<file path="config.mk">
export PLATFORM = sky130hd
export DESIGN_NAME = systolic_ctrl_flat
export DESIGN_NICKNAME = d
export VERILOG_FILES = /design/src/rtl/systolic_ctrl_if.sv /design/src/rtl/systolic_ctrl.sv /design/src/flat_wrapper.sv
export SDC_FILE = /design/constraint.sdc
export NUM_CORES = 1
export LEC_CHECK = 0
export CAP_MARGIN = 20
export CORE_AREA = 2 2 164 166
export CTS_BUF_LIST = sky130_fd_sc_hd__clkbuf_16
export DETAILED_ROUTE_END_ITERATION = 16
export DIE_AREA = 0 0 166 168
export PLACE_DENSITY = 0.6
export SKIP_LAST_GASP = 1
export SLEW_MARGIN = 20
export SYNTH_ARGS = -nofsm -noshare
export SYNTH_HDL_FRONTEND = slang
export SYNTH_SLANG_ARGS = --single-unit
</file>
<file path="constraint.sdc">
create_clock -name clk -period 3.2 [get_ports clk]
set_input_delay 0.64 -clock clk [delete_from_list [all_inputs] [get_ports clk]]
set_output_delay 0.64 -clock clk [all_outputs]
set_load 0.01 [all_outputs]
</file>
<file path="src/rtl/systolic_ctrl_if.sv">
// Bundle of control, buffer-read and array-facing signals for systolic_ctrl.
// master is the controller side; slave is the buffers/array side.
interface systolic_ctrl_if #(
  parameter int N  = 4,
  parameter int DW = 16,
  parameter int AW = $clog2(N)
);
  logic            start;
  logic [7:0]      num_vec;
  logic            busy;
  logic            done;
  logic            w_rd_en;
  logic [AW-1:0]   w_rd_addr;
  logic [N*DW-1:0] w_rd_data;
  logic            a_rd_en;
  logic [7:0]      a_rd_addr;
  logic [N*DW-1:0] a_rd_data;
  logic            sa_load_weights;
  logic [N*DW-1:0] sa_B_flat;
  logic [N*DW-1:0] sa_A_flat;
  logic [N*DW-1:0] sa_C_flat;
  logic            res_valid;
  logic [7:0]      res_addr;
  logic [N*DW-1:0] res_data;

  modport master (
    input  start, num_vec, w_rd_data, a_rd_data, sa_C_flat,
    output busy, done, w_rd_en, w_rd_addr, a_rd_en, a_rd_addr,
           sa_load_weights, sa_B_flat, sa_A_flat, res_valid, res_addr, res_data
  );

  modport slave (
    output start, num_vec, w_rd_data, a_rd_data, sa_C_flat,
    input  busy, done, w_rd_en, w_rd_addr, a_rd_en, a_rd_addr,
           sa_load_weights, sa_B_flat, sa_A_flat, res_valid, res_addr, res_data
  );
endinterface

</file>
<file path="src/rtl/systolic_ctrl.sv">
// Job sequencer for an NxN weight-stationary systolic array: loads weights
// bottom row first, streams A columns, and tags results coming back out.
module systolic_ctrl #(
  parameter int N       = 4,
  parameter int DW      = 16,
  parameter int RES_LAT = 2*N,
  parameter int AW      = $clog2(N)
) (
  input logic             clk,
  input logic             rst_n,
  systolic_ctrl_if.master bus
);

  typedef enum logic [2:0] {
    S_IDLE,
    S_WLOAD,
    S_STREAM,
    S_DRAIN,
    S_DONE
  } state_t;

  state_t          state;
  logic [7:0]      nv;
  logic            busy_r;
  logic            done_r;
  logic            w_en_r;
  logic [AW-1:0]   w_addr_r;
  logic            a_en_r;
  logic [7:0]      a_addr_r;

  logic            w_vld_p0;
  logic            a_vld_p0;
  logic [7:0]      a_idx_p0;

  logic            trk_vld_p1 [RES_LAT];
  logic [7:0]      trk_idx_p1 [RES_LAT];

  logic            res_vld_p2;
  logic [7:0]      res_addr_p2;
  logic [N*DW-1:0] res_data_p2;

  always_ff @(posedge clk or negedge rst_n) begin
    if (!rst_n) begin
      state    <= S_IDLE;
      nv       <= '0;
      busy_r   <= 1'b0;
      done_r   <= 1'b0;
      w_en_r   <= 1'b0;
      w_addr_r <= '0;
      a_en_r   <= 1'b0;
      a_addr_r <= '0;
    end else begin
      done_r <= 1'b0;
      case (state)
        S_IDLE: begin
          if (bus.start) begin
            nv       <= bus.num_vec;
            busy_r   <= 1'b1;
            w_en_r   <= 1'b1;
            w_addr_r <= AW'(N-1);
            a_addr_r <= '0;
            state    <= S_WLOAD;
          end
        end
        S_WLOAD: begin
          // weights shift downward, so the bottom row must enter first
          if (w_addr_r == '0) begin
            w_en_r <= 1'b0;
            if (nv != 8'd0) begin
              a_en_r   <= 1'b1;
              a_addr_r <= '0;
              state    <= S_STREAM;
            end else begin
              busy_r <= 1'b0;
              done_r <= 1'b1;
              state  <= S_DONE;
            end
          end else begin
            w_addr_r <= w_addr_r - 1'b1;
          end
        end
        S_STREAM: begin
          if (a_addr_r == nv - 8'd1) begin
            a_en_r <= 1'b0;
            state  <= S_DRAIN;
          end else begin
            a_addr_r <= a_addr_r + 8'd1;
          end
        end
        S_DRAIN: begin
          if (res_vld_p2 && (res_addr_p2 == nv - 8'd1)) begin
            busy_r <= 1'b0;
            done_r <= 1'b1;
            state  <= S_DONE;
          end
        end
        S_DONE: begin
          state <= S_IDLE;
        end
        default: begin
          state <= S_IDLE;
        end
      endcase
    end
  end

  // p0: buffer read data is valid this cycle
  always_ff @(posedge clk or negedge rst_n) begin
    if (!rst_n) begin
      w_vld_p0 <= 1'b0;
      a_vld_p0 <= 1'b0;
      a_idx_p0 <= '0;
    end else begin
      w_vld_p0 <= w_en_r;
      a_vld_p0 <= a_en_r;
      a_idx_p0 <= a_addr_r;
    end
  end

  // p1: column tags travel alongside the array's compute latency
  always_ff @(posedge clk or negedge rst_n) begin
    if (!rst_n) begin
      for (int i = 0; i < RES_LAT; i++) begin
        trk_vld_p1[i] <= 1'b0;
        trk_idx_p1[i] <= '0;
      end
    end else begin
      trk_vld_p1[0] <= a_vld_p0;
      trk_idx_p1[0] <= a_idx_p0;
      for (int i = 1; i < RES_LAT; i++) begin
        trk_vld_p1[i] <= trk_vld_p1[i-1];
        trk_idx_p1[i] <= trk_idx_p1[i-1];
      end
    end
  end

  // p2: capture the array result row together with its column tag
  always_ff @(posedge clk or negedge rst_n) begin
    if (!rst_n) begin
      res_vld_p2  <= 1'b0;
      res_addr_p2 <= '0;
      res_data_p2 <= '0;
    end else begin
      res_vld_p2 <= trk_vld_p1[RES_LAT-1];
      if (trk_vld_p1[RES_LAT-1]) begin
        res_addr_p2 <= trk_idx_p1[RES_LAT-1];
        res_data_p2 <= bus.sa_C_flat;
      end
    end
  end

  assign bus.busy            = busy_r;
  assign bus.done            = done_r;
  assign bus.w_rd_en         = w_en_r;
  assign bus.w_rd_addr       = w_addr_r;
  assign bus.a_rd_en         = a_en_r;
  assign bus.a_rd_addr       = a_addr_r;
  assign bus.sa_load_weights = w_vld_p0;
  assign bus.sa_B_flat       = w_vld_p0 ? bus.w_rd_data : '0;
  assign bus.sa_A_flat       = a_vld_p0 ? bus.a_rd_data : '0;
  assign bus.res_valid       = res_vld_p2;
  assign bus.res_addr        = res_addr_p2;
  assign bus.res_data        = res_data_p2;

endmodule

</file>
<file path="src/flat_wrapper.sv">
// flat-port wrapper written by rule: the top's interface ports become plain ports
module systolic_ctrl_flat 
#(
  parameter int N       = 4,
  parameter int DW      = 16,
  parameter int RES_LAT = 2*N,
  parameter int AW      = $clog2(N)
)
  (clk, rst_n, bus_start, bus_num_vec, bus_w_rd_data, bus_a_rd_data, bus_sa_C_flat, bus_busy, bus_done, bus_w_rd_en, bus_w_rd_addr, bus_a_rd_en, bus_a_rd_addr, bus_sa_load_weights, bus_sa_B_flat, bus_sa_A_flat, bus_res_valid, bus_res_addr, bus_res_data);
  systolic_ctrl_if #(.N(N), .DW(DW), .AW(AW)) bus_i ();
  input logic clk;
  input logic rst_n;
  input wire logic [$bits(bus_i.start)-1:0] bus_start;
  input wire logic [$bits(bus_i.num_vec)-1:0] bus_num_vec;
  input wire logic [$bits(bus_i.w_rd_data)-1:0] bus_w_rd_data;
  input wire logic [$bits(bus_i.a_rd_data)-1:0] bus_a_rd_data;
  input wire logic [$bits(bus_i.sa_C_flat)-1:0] bus_sa_C_flat;
  output wire logic [$bits(bus_i.busy)-1:0] bus_busy;
  output wire logic [$bits(bus_i.done)-1:0] bus_done;
  output wire logic [$bits(bus_i.w_rd_en)-1:0] bus_w_rd_en;
  output wire logic [$bits(bus_i.w_rd_addr)-1:0] bus_w_rd_addr;
  output wire logic [$bits(bus_i.a_rd_en)-1:0] bus_a_rd_en;
  output wire logic [$bits(bus_i.a_rd_addr)-1:0] bus_a_rd_addr;
  output wire logic [$bits(bus_i.sa_load_weights)-1:0] bus_sa_load_weights;
  output wire logic [$bits(bus_i.sa_B_flat)-1:0] bus_sa_B_flat;
  output wire logic [$bits(bus_i.sa_A_flat)-1:0] bus_sa_A_flat;
  output wire logic [$bits(bus_i.res_valid)-1:0] bus_res_valid;
  output wire logic [$bits(bus_i.res_addr)-1:0] bus_res_addr;
  output wire logic [$bits(bus_i.res_data)-1:0] bus_res_data;
  assign bus_i.start = bus_start;
  assign bus_i.num_vec = bus_num_vec;
  assign bus_i.w_rd_data = bus_w_rd_data;
  assign bus_i.a_rd_data = bus_a_rd_data;
  assign bus_i.sa_C_flat = bus_sa_C_flat;
  assign bus_busy = bus_i.busy;
  assign bus_done = bus_i.done;
  assign bus_w_rd_en = bus_i.w_rd_en;
  assign bus_w_rd_addr = bus_i.w_rd_addr;
  assign bus_a_rd_en = bus_i.a_rd_en;
  assign bus_a_rd_addr = bus_i.a_rd_addr;
  assign bus_sa_load_weights = bus_i.sa_load_weights;
  assign bus_sa_B_flat = bus_i.sa_B_flat;
  assign bus_sa_A_flat = bus_i.sa_A_flat;
  assign bus_res_valid = bus_i.res_valid;
  assign bus_res_addr = bus_i.res_addr;
  assign bus_res_data = bus_i.res_data;
  systolic_ctrl #(.N(N), .DW(DW), .RES_LAT(RES_LAT), .AW(AW)) u_core (.clk(clk), .rst_n(rst_n), .bus(bus_i));
endmodule
</file>
==> results.cfg, run 1 <==
[floorplanning]
die_area_um2 = 27900
row_count = 60
placeableCoreArea_um2 = 26400
die_x_um = 166
io_pins = 419
floorplan.die.height_um = 168
start_util = 0.283

[clock_network]
clock_insertion_delay_at_the_later_pin_of_the_skew_report_ns = 0.42
cts.sinks = 180
cts_tree = done
cts_root_buf = sky130_fd_sc_hd__clkbuf_16
tritoncts.num_buffers = 17
cts_resized = 0
htree_num_levels = 4
cts-hold-fix-buffers = 0
clock_transition_at_the_register_clock_pins_on_the_worst_setup_and_hold_paths_after_cts_ns = 0.06
clock_path_buffers = 2
cts_setup_buffers = 0

[cells_and_area]
layout-drive-gt1-share = 0.124
layout_overhead_on_the_synthesized_area_pct = 69.4
post_layout_nets = 1216
antennaDiodeCount = 0
final_cells = 1364

[logic_synthesis]
yosysTopAreaCellShare = 0.605
synth.lib_cells_used.distinct = 54
ff_latch_count_synth = 180
syn_inst = 597
synth.top_cells.by_area = sky130_fd_sc_hd__dfrtp_1 60%, sky130_fd_sc_hd__mux2_2 12%, sky130_fd_sc_hd__and2_1 11%
synth.avg_cell_area_um2 = 12.5
synth.most_common_cell = sky130_fd_sc_hd__dfrtp_1
synthesis.area_um2 = 7450
synth_common_cells = 180 x sky130_fd_sc_hd__dfrtp_1, 131 x sky130_fd_sc_hd__and2_1, 77 x sky130_fd_sc_hd__mux2_2
asyncSetResetFlopFracSynth = 1.00
syn-num-nets = 803
ys.warnings.count = 0
synth_enable_flop_cells = 0
synth_ff_type = sky130_fd_sc_hd__dfrtp_1
synth_top_cell_by_area = sky130_fd_sc_hd__dfrtp_1
synth-seq-area-share = 0.605

[status]
status = finished, final reports clean

[run]
cap_violations = 0

[timing]
finalClockSkew_ns = 0.0113
clock.fmax_mhz = 349
period_minus_slack_ns = 2.87
setup_viol_count_final = 0
max_slew.worst_pin.slew_ns = 0.759
final_max_slew_viol_count = 0
fin_tns_setup_ns = 0
timing.max_slew.rel_slack = 0.489
timing.final.hold_violations = 0
final_min_period_over_clock_period = 0.897
setup_repair_after_global_routing_missed_its_margin = false

[pwr]
power.leakage_nw = 5.27
cellPowerDensity_nw_per_um2 = 849
vdd_ir_drop_max_uv = 423

[drt]
num_vias = 5878
antenna_left = 0
routedWlPerCell_um = 15.7
detailedRoute.firstIterationViolations = 279
drc_errors = 0
routed_wirelength_um = 21400
vias_per_cell = 4.31
tritonroute_pass_1_iters = 4

[critical_path]
worst-r2r-setup-slack_ns = 0.33
timing_worst_setup_path_type = flip-flop to flip-flop
endpoint_kind = flip-flop
worstPathMaxFanout = 14
required_time_of_the_critical_path_ns = 3.49
setup.worst_path.start_class = flip-flop
crit_arrival_ns = 3.16

[hold_path]
timing.hold.worst.class = primary input to async pin

[global_route]
pin_count_of_the_biggest_net_entering_global_routing = 67
residual_overflow_from_global_routing = 0
groute.usage.overall = 0.152
global_route_wire_length_before_repair_um = 33400
grt_pass1_vias = 5953
antenna_found_initial = 0

[placement]
place.detailed.hpwl_um = 16600
dp_cells = 1332
rd_place_congestion = 0.794
portBuffers = 418
-- metal layers --
metal,global-route usage,part of all wire,vias up
li1,-,-,2833
met1,0.201,0.44,2806
met2,0.246,0.49,229
met3,0.0444,0.063,10
met4,0.0389,0.0081,0
met5,0,0,-
-- sequential cells by signal, indices dropped and copies added (netlist names), 3 cells and up --
| signal | cells |
|---|---|
| u_core.a_idx_p0 | 8 |
| u_core.bus.a_rd_addr | 8 |
| u_core.bus.res_addr | 8 |
| u_core.bus.res_data | 64 |
| u_core.nv | 8 |
| u_core.state | 3 |
| u_core.trk_idx_p1 | 64 |
| u_core.trk_vld_p1 | 8 |
-- kinds of logic after synthesis --
logic type / count (synthesis) / synth area share
XOR/XNOR: 16 / 0.0207
adder cells (fa/ha/maj): 5 / 0.00773
buffers and inverters: 45 / 0.0245
AO/OA/AOI/OAI: 51 / 0.0459
AND/OR/NAND/NOR: 214 / 0.168
multiplexers: 86 / 0.129
flip-flops: 180 / 0.605
-- cell type report --
class / count / area (um2)
fillers: 2393 / 13700
flip-flops and latches: 180 / 4510
repair buffers: 432 / 4320
multi-input cells: 372 / 2760
well taps: 341 / 427
clock buffers: 17 / 425
clock inverters: 15 / 156
inverters: 7 / 26.3
-- critical path: stages, from the launching register on --
cell and delay (ns):
sky130_fd_sc_hd__dfrtp_1 0.46, sky130_fd_sc_hd__inv_1 0.10, sky130_fd_sc_hd__ha_1 0.44, sky130_fd_sc_hd__nor3b_2 0.41, sky130_fd_sc_hd__nand2_1 0.13, sky130_fd_sc_hd__xnor2_1 0.14
sky130_fd_sc_hd__a2111oi_1 0.41, sky130_fd_sc_hd__buf_4 0.25, sky130_fd_sc_hd__a21oi_1 0.08, sky130_fd_sc_hd__a2111oi_1 0.32
-- worst paths after layout --
path,start,to,cells after the start
setup / recovery,u_core.nv[0],u_core.state[0],9
hold reg to reg,u_core.trk_idx_p1[30],u_core.trk_idx_p1[22],0
min in group clk,u_core.trk_idx_p1[30],u_core.trk_idx_p1[22],0
setup reg to reg,u_core.nv[0],u_core.state[0],9
hold / removal,rst_n,u_core.bus.res_data[43],1
max in group asynchronous,rst_n,u_core.bus.a_rd_addr[0],2
-- cell usage in the layout, fill, tap and decap left out, types with 4 or more instances in the layout --
cell type	count
sky130_fd_sc_hd__xnor2_1	10
sky130_fd_sc_hd__nand2b_1	11
sky130_fd_sc_hd__a21oi_1	20
sky130_fd_sc_hd__mux2i_1	9
sky130_fd_sc_hd__clkinvlp_4	4
sky130_fd_sc_hd__clkbuf_16	17
sky130_fd_sc_hd__mux2_2	77
sky130_fd_sc_hd__buf_4	12
sky130_fd_sc_hd__nand3_1	7
sky130_fd_sc_hd__inv_1	8
sky130_fd_sc_hd__xor2_1	5
sky130_fd_sc_hd__clkdlybuf4s50_1	417
sky130_fd_sc_hd__o21ai_0	5
sky130_fd_sc_hd__nand2_1	25
sky130_fd_sc_hd__nor3_1	5
sky130_fd_sc_hd__nor2_1	14
sky130_fd_sc_hd__dfrtp_1	179
sky130_fd_sc_hd__and2_1	131
-- metrics by stage --
stage	instance area (um2)	utilization	power [mW]	hold WS (ns)	setup slack, ns
3_3_place_gp	12000	0.457	8.73	0.331	0.517
5_1_grt	12600	0.479	11.4	0.229	0.0239
3_5_place_dp	12000	0.457	8.78	0.335	0.404
2_1_floorplan	7450	-	5.98	0.331	0.895
6_report	12600	0.479	10.7	0.195	0.331
4_1_cts	12600	0.479	10.9	0.209	0.367
-- where the power goes --
part	total (mW)	switching [mW]	leakage (nW)	internal, mW
sequential	3.69	0.645	2.26	3.04
combinational	4.99	2.00	2.74	2.99
clock	2.03	0.874	0.275	1.16
Power figures use the tool's default switching activity.
==> run 2: changes to the inputs <==
- MAX_ROUTING_LAYER: not set -> met4
==> run 2 against run 1 <==
Setup slack lost 0.022 ns. Hold slack lost 0.0079 ns. Global-route usage rose by 0.48 points. Flip-flop and latch count unchanged. Sequential share of layout area did not move. Critical path type unchanged. Largest cell class unchanged.
==> results.cfg, run 2 (synthesis gave the netlist of run 1 again) <==
[status]
status = finished, final reports clean

[placement]
dp_cells = 1332
place.detailed.hpwl_um = 16600
portBuffers = 418
rd_place_congestion = 0.808

[cells_and_area]
layout_overhead_on_the_synthesized_area_pct = 69.4
final_common_cell = sky130_fd_sc_hd__clkdlybuf4s50_1
num-fill-cells = 2393
final_cells = 1364
post_layout_nets = 1216
antennaDiodeCount = 0
layout-drive-gt1-share = 0.124
most-common-layout-cells = 417 x sky130_fd_sc_hd__clkdlybuf4s50_1, 179 x sky130_fd_sc_hd__dfrtp_1, 131 x sky130_fd_sc_hd__and2_1

[timing]
final_min_period_over_clock_period = 0.904
period_minus_slack_ns = 2.89
timing.max_slew.rel_slack = 0.486
final_max_slew_viol_count = 0
setup_repair_after_global_routing_missed_its_margin = false
finalClockSkew_ns = 0.00679
timing.final.hold_violations = 0
clock.fmax_mhz = 346
setup_viol_count_final = 0
fin_tns_setup_ns = 0
max_slew.worst_pin.slew_ns = 0.764

[critical_path]
crit_arrival_ns = 3.19
setup.worst_path.start_class = flip-flop
worstPathMaxFanout = 14
required_time_of_the_critical_path_ns = 3.50
count_of_cells_along_the_worst_register_to_register_path = 9
endpoint_kind = flip-flop
timing_worst_setup_path_type = flip-flop to flip-flop

[floorplanning]
floorplan.die.height_um = 168
io_pins = 419
die_x_um = 166
die_area_um2 = 27900
row_count = 60
placeableCoreArea_um2 = 26400
start_util = 0.283

[global_route]
antenna_found_initial = 0
pin_count_of_the_biggest_net_entering_global_routing = 67
groute.usage.overall = 0.157
global_route_wire_length_before_repair_um = 33400
residual_overflow_from_global_routing = 0
grt_pass1_vias = 5958

[clock_network]
clock_path_buffers = 2
cts_tree = done
clock_insertion_delay_at_the_later_pin_of_the_skew_report_ns = 0.42
clock_transition_at_the_register_clock_pins_on_the_worst_setup_and_hold_paths_after_cts_ns = 0.06
tritoncts.num_buffers = 17
htree_num_levels = 4
cts_resized = 0
cts_setup_buffers = 0
cts_root_buf = sky130_fd_sc_hd__clkbuf_16
cts-hold-fix-buffers = 0
cts.sinks = 180

[drt]
routedWlPerCell_um = 15.7
tritonroute_pass_1_iters = 4
vias_per_cell = 4.31
routed_wirelength_um = 21500
antenna_left = 0
detailedRoute.firstIterationViolations = 308
num_vias = 5879
drc_errors = 0

[pwr]
cellPowerDensity_nw_per_um2 = 849
vdd_ir_drop_max_uv = 420
power.leakage_nw = 5.27

[run]
cap_violations = 0

[hold_path]
timing.hold.worst.class = primary input to async pin
==> run 2: cell counts in the layout (fill, tap and decap cells not counted) <==
Identical to the previous run, type by type.
==> run 2: final timing paths <==
path                            slack, ns          startpoint                      end
max in group asynchronous            2.14               rst_n  u_core.bus.a_rd_addr[0]
min in group clk                     0.35  u_core.a_idx_p0[5]    u_core.trk_idx_p1[61]
worst max-delay path                 0.31        u_core.nv[0]          u_core.state[0]
worst min register to register       0.35  u_core.a_idx_p0[5]    u_core.trk_idx_p1[61]
worst min-delay path                 0.19               rst_n  u_core.bus.res_data[43]
worst max register to register       0.31        u_core.nv[0]          u_core.state[0]
==> run 2: per-stage QoR <==
step                cell area, um2  total power, mW  utilization  setup slack, ns  hold WS [ns]
global placement             12000             8.73        0.457            0.517         0.331
CTS                          12600             10.9        0.479            0.367         0.209
finish                       12600             10.7        0.479            0.309         0.187
floorplan                     7450             5.98            -            0.895         0.331
global route                 12600             11.4        0.479           0.0245         0.229
detailed placement           12000             8.78        0.457            0.404         0.335
==> run 2: layer usage <==
| layer | GRT usage | routed length, um | vias up |
|---|---|---|---|
| met5 | - | 0 | - |
| met4 | 0.0435 | 212 | 0 |
| met3 | 0.0353 | 1140 | 14 |
| met2 | 0.246 | 10400 | 231 |
| met1 | 0.206 | 9690 | 2801 |
| li1 | - | - | 2833 |
==> run 2: cell type report <==
type                       count  area, um2  share of cell area
clock buffer                  17        425              0.0337
clock inverter                15        156              0.0124
inverter                       7       26.3             0.00208
multi-input combinational    372       2760               0.219
sequential                   180       4510               0.357
tap                          341        427              0.0338
timing repair buffer         432       4320               0.342
==> run 2: critical path: stages (launching register included) <==
cell and delay, ns:
sky130_fd_sc_hd__dfrtp_1 0.46, sky130_fd_sc_hd__inv_1 0.10, sky130_fd_sc_hd__ha_1 0.44, sky130_fd_sc_hd__nor3b_2 0.43, sky130_fd_sc_hd__nand2_1 0.13, sky130_fd_sc_hd__xnor2_1 0.14, sky130_fd_sc_hd__a2111oi_1 0.41, sky130_fd_sc_hd__buf_4 0.26
sky130_fd_sc_hd__a21oi_1 0.08, sky130_fd_sc_hd__a2111oi_1 0.32
==> run 2: report_power, final <==
part	internal [mW]	total [mW]	switching, mW
sequential	3.04	3.69	0.649
clock	1.16	2.03	0.878
combinational	2.99	4.99	2.00
total	7.19	10.7	3.52
==> run 3: changes to the inputs <==
- CTS_BUF_LIST: sky130_fd_sc_hd__clkbuf_16 -> not set
- PLACE_DENSITY: 0.6 -> not set
==> run 3 against run 2 <==
Clock-buffer cell count is 3 higher. Register-to-register slack barely moved. First-iteration DRC count down 12%. Wire length decreased by 0.11%. Cell count unchanged. Clock power increased by 2%. Fmax barely moved. Non-clock buffer count is the same. Critical path depth unchanged. Flip-flop and latch count unchanged. Critical path type unchanged. Critical endpoint unchanged. Largest power group unchanged. Highest routed layer unchanged.
==> results.cfg, run 3 (synthesis gave the netlist of run 1 again) <==
[clock_network]
tritoncts.num_buffers = 17
clock_transition_at_the_register_clock_pins_on_the_worst_setup_and_hold_paths_after_cts_ns = 0.06
cts_setup_buffers = 0
cts_resized = 0
clock_insertion_delay_at_the_later_pin_of_the_skew_report_ns = 0.42
cts_tree = done
cts-hold-fix-buffers = 0
clock_path_buffers = 2
htree_num_levels = 4
cts.sinks = 180
cts_root_buf = sky130_fd_sc_hd__clkbuf_16

[timing]
setup_repair_after_global_routing_missed_its_margin = false
final_min_period_over_clock_period = 0.903
timing.hold.ws_ns = 0.186
fin_tns_setup_ns = 0
setup_viol_count_final = 0
period_minus_slack_ns = 2.89
clock.fmax_mhz = 346
final_max_slew_viol_count = 0
timing.max_slew.rel_slack = 0.491
finalClockSkew_ns = 0.00997
max_slew.worst_pin.slew_ns = 0.757
post_layout_worst_setup_margin_ns = 0.311
timing.final.hold_violations = 0

[drt]
routedWlPerCell_um = 15.7
num_vias = 5873
routed_wirelength_um = 21500
vias_per_cell = 4.31
tritonroute_pass_1_iters = 4
antenna_left = 0
met3WireLength_um = 1170
highest-signal-layer = met4
detailedRoute.firstIterationViolations = 270
drc_errors = 0
drt-met1-wl_um = 9560
wl_met2_um = 10600

[floorplanning]
die_x_um = 166
io_pins = 419
row_count = 60
die_area_um2 = 27900
start_util = 0.283
placeableCoreArea_um2 = 26400
floorplan.die.height_um = 168

[cells_and_area]
final_cells = 1364
area_of_all_placed_cells_without_fillers_um2 = 12600
post_layout_nets = 1216
layout_overhead_on_the_synthesized_area_pct = 69.7
num-fill-cells = 2391
final_common_cell = sky130_fd_sc_hd__clkdlybuf4s50_1
antennaDiodeCount = 0
most-common-layout-cells = 417 x sky130_fd_sc_hd__clkdlybuf4s50_1, 179 x sky130_fd_sc_hd__dfrtp_1, 131 x sky130_fd_sc_hd__and2_1
layout.core_utilization = 0.480
layout-drive-gt1-share = 0.126

[critical_path]
timing_worst_setup_path_type = flip-flop to flip-flop
endpoint_kind = flip-flop
cpMaxStageDelayCell = sky130_fd_sc_hd__dfrtp_1
most_prevalent_standard_cell_on_the_critical_path = sky130_fd_sc_hd__a2111oi_1
setup.worst_path.start_class = flip-flop
worstPathCellList = inv_1, ha_1, nor3b_2, nand2_1, xnor2_1, a2111oi_1, buf_4, a21oi_1, a2111oi_1
required_time_of_the_critical_path_ns = 3.50
critPathMaxStageDelay_ns = 0.46
worstPathMaxFanout = 14
crit_arrival_ns = 3.19

[pwr]
overall_power_after_layout_mw = 10.8
power.leakage_nw = 5.28
power.share.combinational = 0.464
power.switching_fraction = 0.327
cellPowerDensity_nw_per_um2 = 851
p_clk_frac = 0.193
vdd_ir_drop_max_uv = 419
power_report.internal_total_mw = 7.24
p_seq_frac = 0.343
switchingPower_mw = 3.52

[global_route]
grt_pass1_vias = 5968
residual_overflow_from_global_routing = 0
global_route_wire_length_before_repair_um = 33400
groute.usage.overall = 0.156
pin_count_of_the_biggest_net_entering_global_routing = 67
antenna_found_initial = 0

[placement]
dpl_cell_area_um2 = 12000
rd_place_congestion = 0.808
placement.setup.worst_slack_ns = 0.404
portBuffers = 418
place.detailed.hpwl_um = 16600
dp_cells = 1332

[status]
status = finished, final reports clean

[run]
cap_violations = 0

[hold_path]
timing.hold.worst.class = primary input to async pin
run 3: path summary, 6_finish.rpt:
kind | endpoint | slack (ns) | depth (start not counted) | from
worst max-delay path | u_core.state[0] | 0.31 | 9 | u_core.nv[0]
worst min-delay path | u_core.bus.res_data[43] | 0.19 | 1 | rst_n
worst max register to register | u_core.state[0] | 0.31 | 9 | u_core.nv[0]
worst min register to register | u_core.trk_idx_p1[61] | 0.35 | 0 | u_core.a_idx_p0[5]
max in group asynchronous | u_core.trk_idx_p1[6] | 2.13 | 2 | rst_n
min in group clk | u_core.trk_idx_p1[61] | 0.35 | 0 | u_core.a_idx_p0[5]
run 3: final cells by class:
type / count / area [um2] / share of cell area
Timing Repair Buffer: 432 / 4320 / 0.342
Multi-Input combinational cell: 372 / 2760 / 0.218
Tap cell: 341 / 427 / 0.0338
Clock inverter: 12 / 145 / 0.0115
Inverter: 7 / 26.3 / 0.00208
Clock buffer: 20 / 457 / 0.0361
Sequential cell: 180 / 4510 / 0.357
run 3: power groups by stage:
stage | Sequential, mW | Combinational [mW] | Clock (mW)
after floorplan | 3.68 | 2.30 | 0
after global placement | 3.70 | 5.04 | 0
after detailed placement | 3.74 | 5.04 | 0
after CTS | 3.70 | 5.07 | 2.14
after global routing | 3.82 | 5.36 | 2.25
final | 3.68 | 4.99 | 2.08
run 3: worst max-delay path: cells and delay by family (launching register included):
kind / cells / cell delay [ns]
AO/OA/AOI/OAI: 3 / 0.81
AND/OR/NAND/NOR: 2 / 0.56
flip-flops: 1 / 0.46
adder cells (fa/ha/maj): 1 / 0.44
buffers and inverters: 2 / 0.36
XOR/XNOR: 1 / 0.14
run 3: per-layer routing:
layer / vias up / track usage
met4: 0 / 0.0355
met1: 2807 / 0.206
met2: 229 / 0.246
met5: - / -
met3: 10 / 0.0381
li1: 2827 / -
==> variant, RTL diff (settings of run 3) <==
The 5 states of `state_t` get a one-hot encoding in 5 bits.
--- a/src/rtl/systolic_ctrl.sv
+++ b/src/rtl/systolic_ctrl.sv
@@ -11,12 +11,12 @@
   systolic_ctrl_if.master bus
 );
 
-  typedef enum logic [2:0] {
-    S_IDLE,
-    S_WLOAD,
-    S_STREAM,
-    S_DRAIN,
-    S_DONE
+  typedef enum logic [4:0] {
+    S_IDLE   = 5'b00001,
+    S_WLOAD  = 5'b00010,
+    S_STREAM = 5'b00100,
+    S_DRAIN  = 5'b01000,
+    S_DONE   = 5'b10000
   } state_t;
 
   state_t          state;
Check against the original RTL: same outputs for any inputs over 10 cycles, from zero or initial values and one cycle with rst_n low; not proved beyond that.
==> variant against run 3 <==
Global-route usage increased by 2.0 points. Sequential cell count increased by 2. Critical path type unchanged. Total power decreased by 11%. Synthesized area decreased by 2.3%. Die area unchanged. Worst setup slack improved by 0.0036 ns. Cell area decreased by 0.94%. Wire length increased by 12%.
==> variant: results (changes against run 3) <==
- Status: complete, no violations
- Final Non-Filler Cells: 1,340 (-1.8%)
- Drt pass-1 iters: 5 (+1)
- Max stage delay on crit path: 0.57 ns (+0.11 ns)
- Via count: 5,652 (-3.8%)
- Reg2Reg Depth: 8 (-1)
- Routability cong.: 0.882 (+9.2%)
- Leak pwr: 5.37 nW (+1.6%)
- Post-synthesis cell count: 565 (-5.4%)
- Routed len/inst: 18.0 microns (+14%)
- CTS HTree Levels: 4 (unchanged)
- Top cells by area, synth: dfrtp_1, and2_1, mux2_2
- Pre-CTS setup slack: 0.333 ns (-0.0711 ns)
- Netlist cell types: 42 (-22%)
- Largest net degree at the start of global routing: 74 (+10%)
- Final Skew: 0.0165 ns (+0.00656 ns)
- Cell family with most CP delay: simple AND/OR/NAND/NOR gates
- CTS max path bufs: 2 (unchanged)
- Vias in the first global route: 5,935 (-0.55%)
- Post-synth top cells: dfrtp_1, and2_1, mux2_2
- Total track usage: 17.7% (+2.0 points)
- Initial antenna violation count: 4 (+4)
- Syn nets: 772 (-3.9%)
- Post-synthesis sequential area ratio: 62.6% (+2.1 points)
- Clock Pin Slew Worst Setup and Hold Paths: 0.08 ns (+0.02 ns)
- Final ANT Viol Nets: 0 (unchanged)
- Initial drt markers: 372 (+38%)
- Worst VDD drop: 0.000327 V (-22%)
- Worst Path Max Fanout: 5 (-9)
- Share of cells above drive strength 1: 12.2% (-0.36 points)
- Nets: 1,190 (-2.1%)
- CP max-delay cell: or4_1
- HPWL Detailed: 19.1 mm (+16%)
## variant: changes by cell type after synthesis, moves of 4 or more
| cell | change |
|---|---|
| a21oi_1 | -18 |
| nand2_1 | +14 |
| clkbuf_1 | -7 |
| mux2_2 | -5 |
| nand2b_1 | -5 |
| mux2i_1 | -4 |
| nor2_1 | -4 |
| xnor2_1 | +4 |
## variant: per-layer routing
| layer | vias up | wire length, microns | global-route usage (%) |
|---|---|---|---|
| li1 | 2701 | - | - |
| met3 | 15 | 1700 | 5.10 |
| met2 | 249 | 12900 | 31.8 |
| met5 | - | 0 | - |
| met1 | 2687 | 9150 | 18.7 |
| met4 | 0 | 301 | 5.60 |
## variant: power breakdown
part / internal (W) / switching, W / total [W]
combinational: 0.00245 / 0.00149 / 0.00394
clock: 0.00110 / 0.00110 / 0.00220
sequential: 0.00290 / 0.000558 / 0.00346
## variant: cells by family after synthesis
family | Yosys count | share of synthesized area, %
adders and majority gates | 4 | 0.688
DFF | 182 | 62.6
muxes | 77 | 11.8
buffers and inverters | 37 | 2.00
xor gates and xnor gates | 25 | 3.49
and+or+nand+nor | 218 | 17.2
AOI/OAI and AO/OA | 22 | 2.13
## variant: cell type report
type,instances,area [sq um]
clock inverters,15,215
inverters,7,26.3
multi-input cells,346,2570
fillers,2410,13800
well taps,341,427
clock buffers,17,425
repair buffers,429,4280
diodes,3,7.51
flip-flops and latches,182,4560
## variant: final timing paths
kind                                           startpoint                            endpoint  slack (ns)
max in group asynchronous                           rst_n  u_core.bus.res_data[2]$_DFFE_PN0P_        2.19
setup reg to reg                 u_core.nv[0]$_DFFE_PN0P_         u_core.bus.busy$_DFFE_PN0P_        0.31
hold / removal                                      rst_n     u_core.trk_idx_p1[37]$_DFF_PN0_        0.17
min in group clk           u_core.trk_vld_p1[6]$_DFF_PN0_      u_core.trk_vld_p1[5]$_DFF_PN0_        0.35
setup / recovery                 u_core.nv[0]$_DFFE_PN0P_         u_core.bus.busy$_DFFE_PN0P_        0.31
hold reg to reg            u_core.trk_vld_p1[6]$_DFF_PN0_      u_core.trk_vld_p1[5]$_DFF_PN0_        0.35
## variant: metrics by stage
step                      instance area [sq um]  hold slack, ns
after global routing                      12500           0.179
after floorplan                            7270           0.331
after global placement                    11900           0.331
after detailed placement                  11900           0.335
final                                     12500           0.171
after CTS                                 12500           0.173
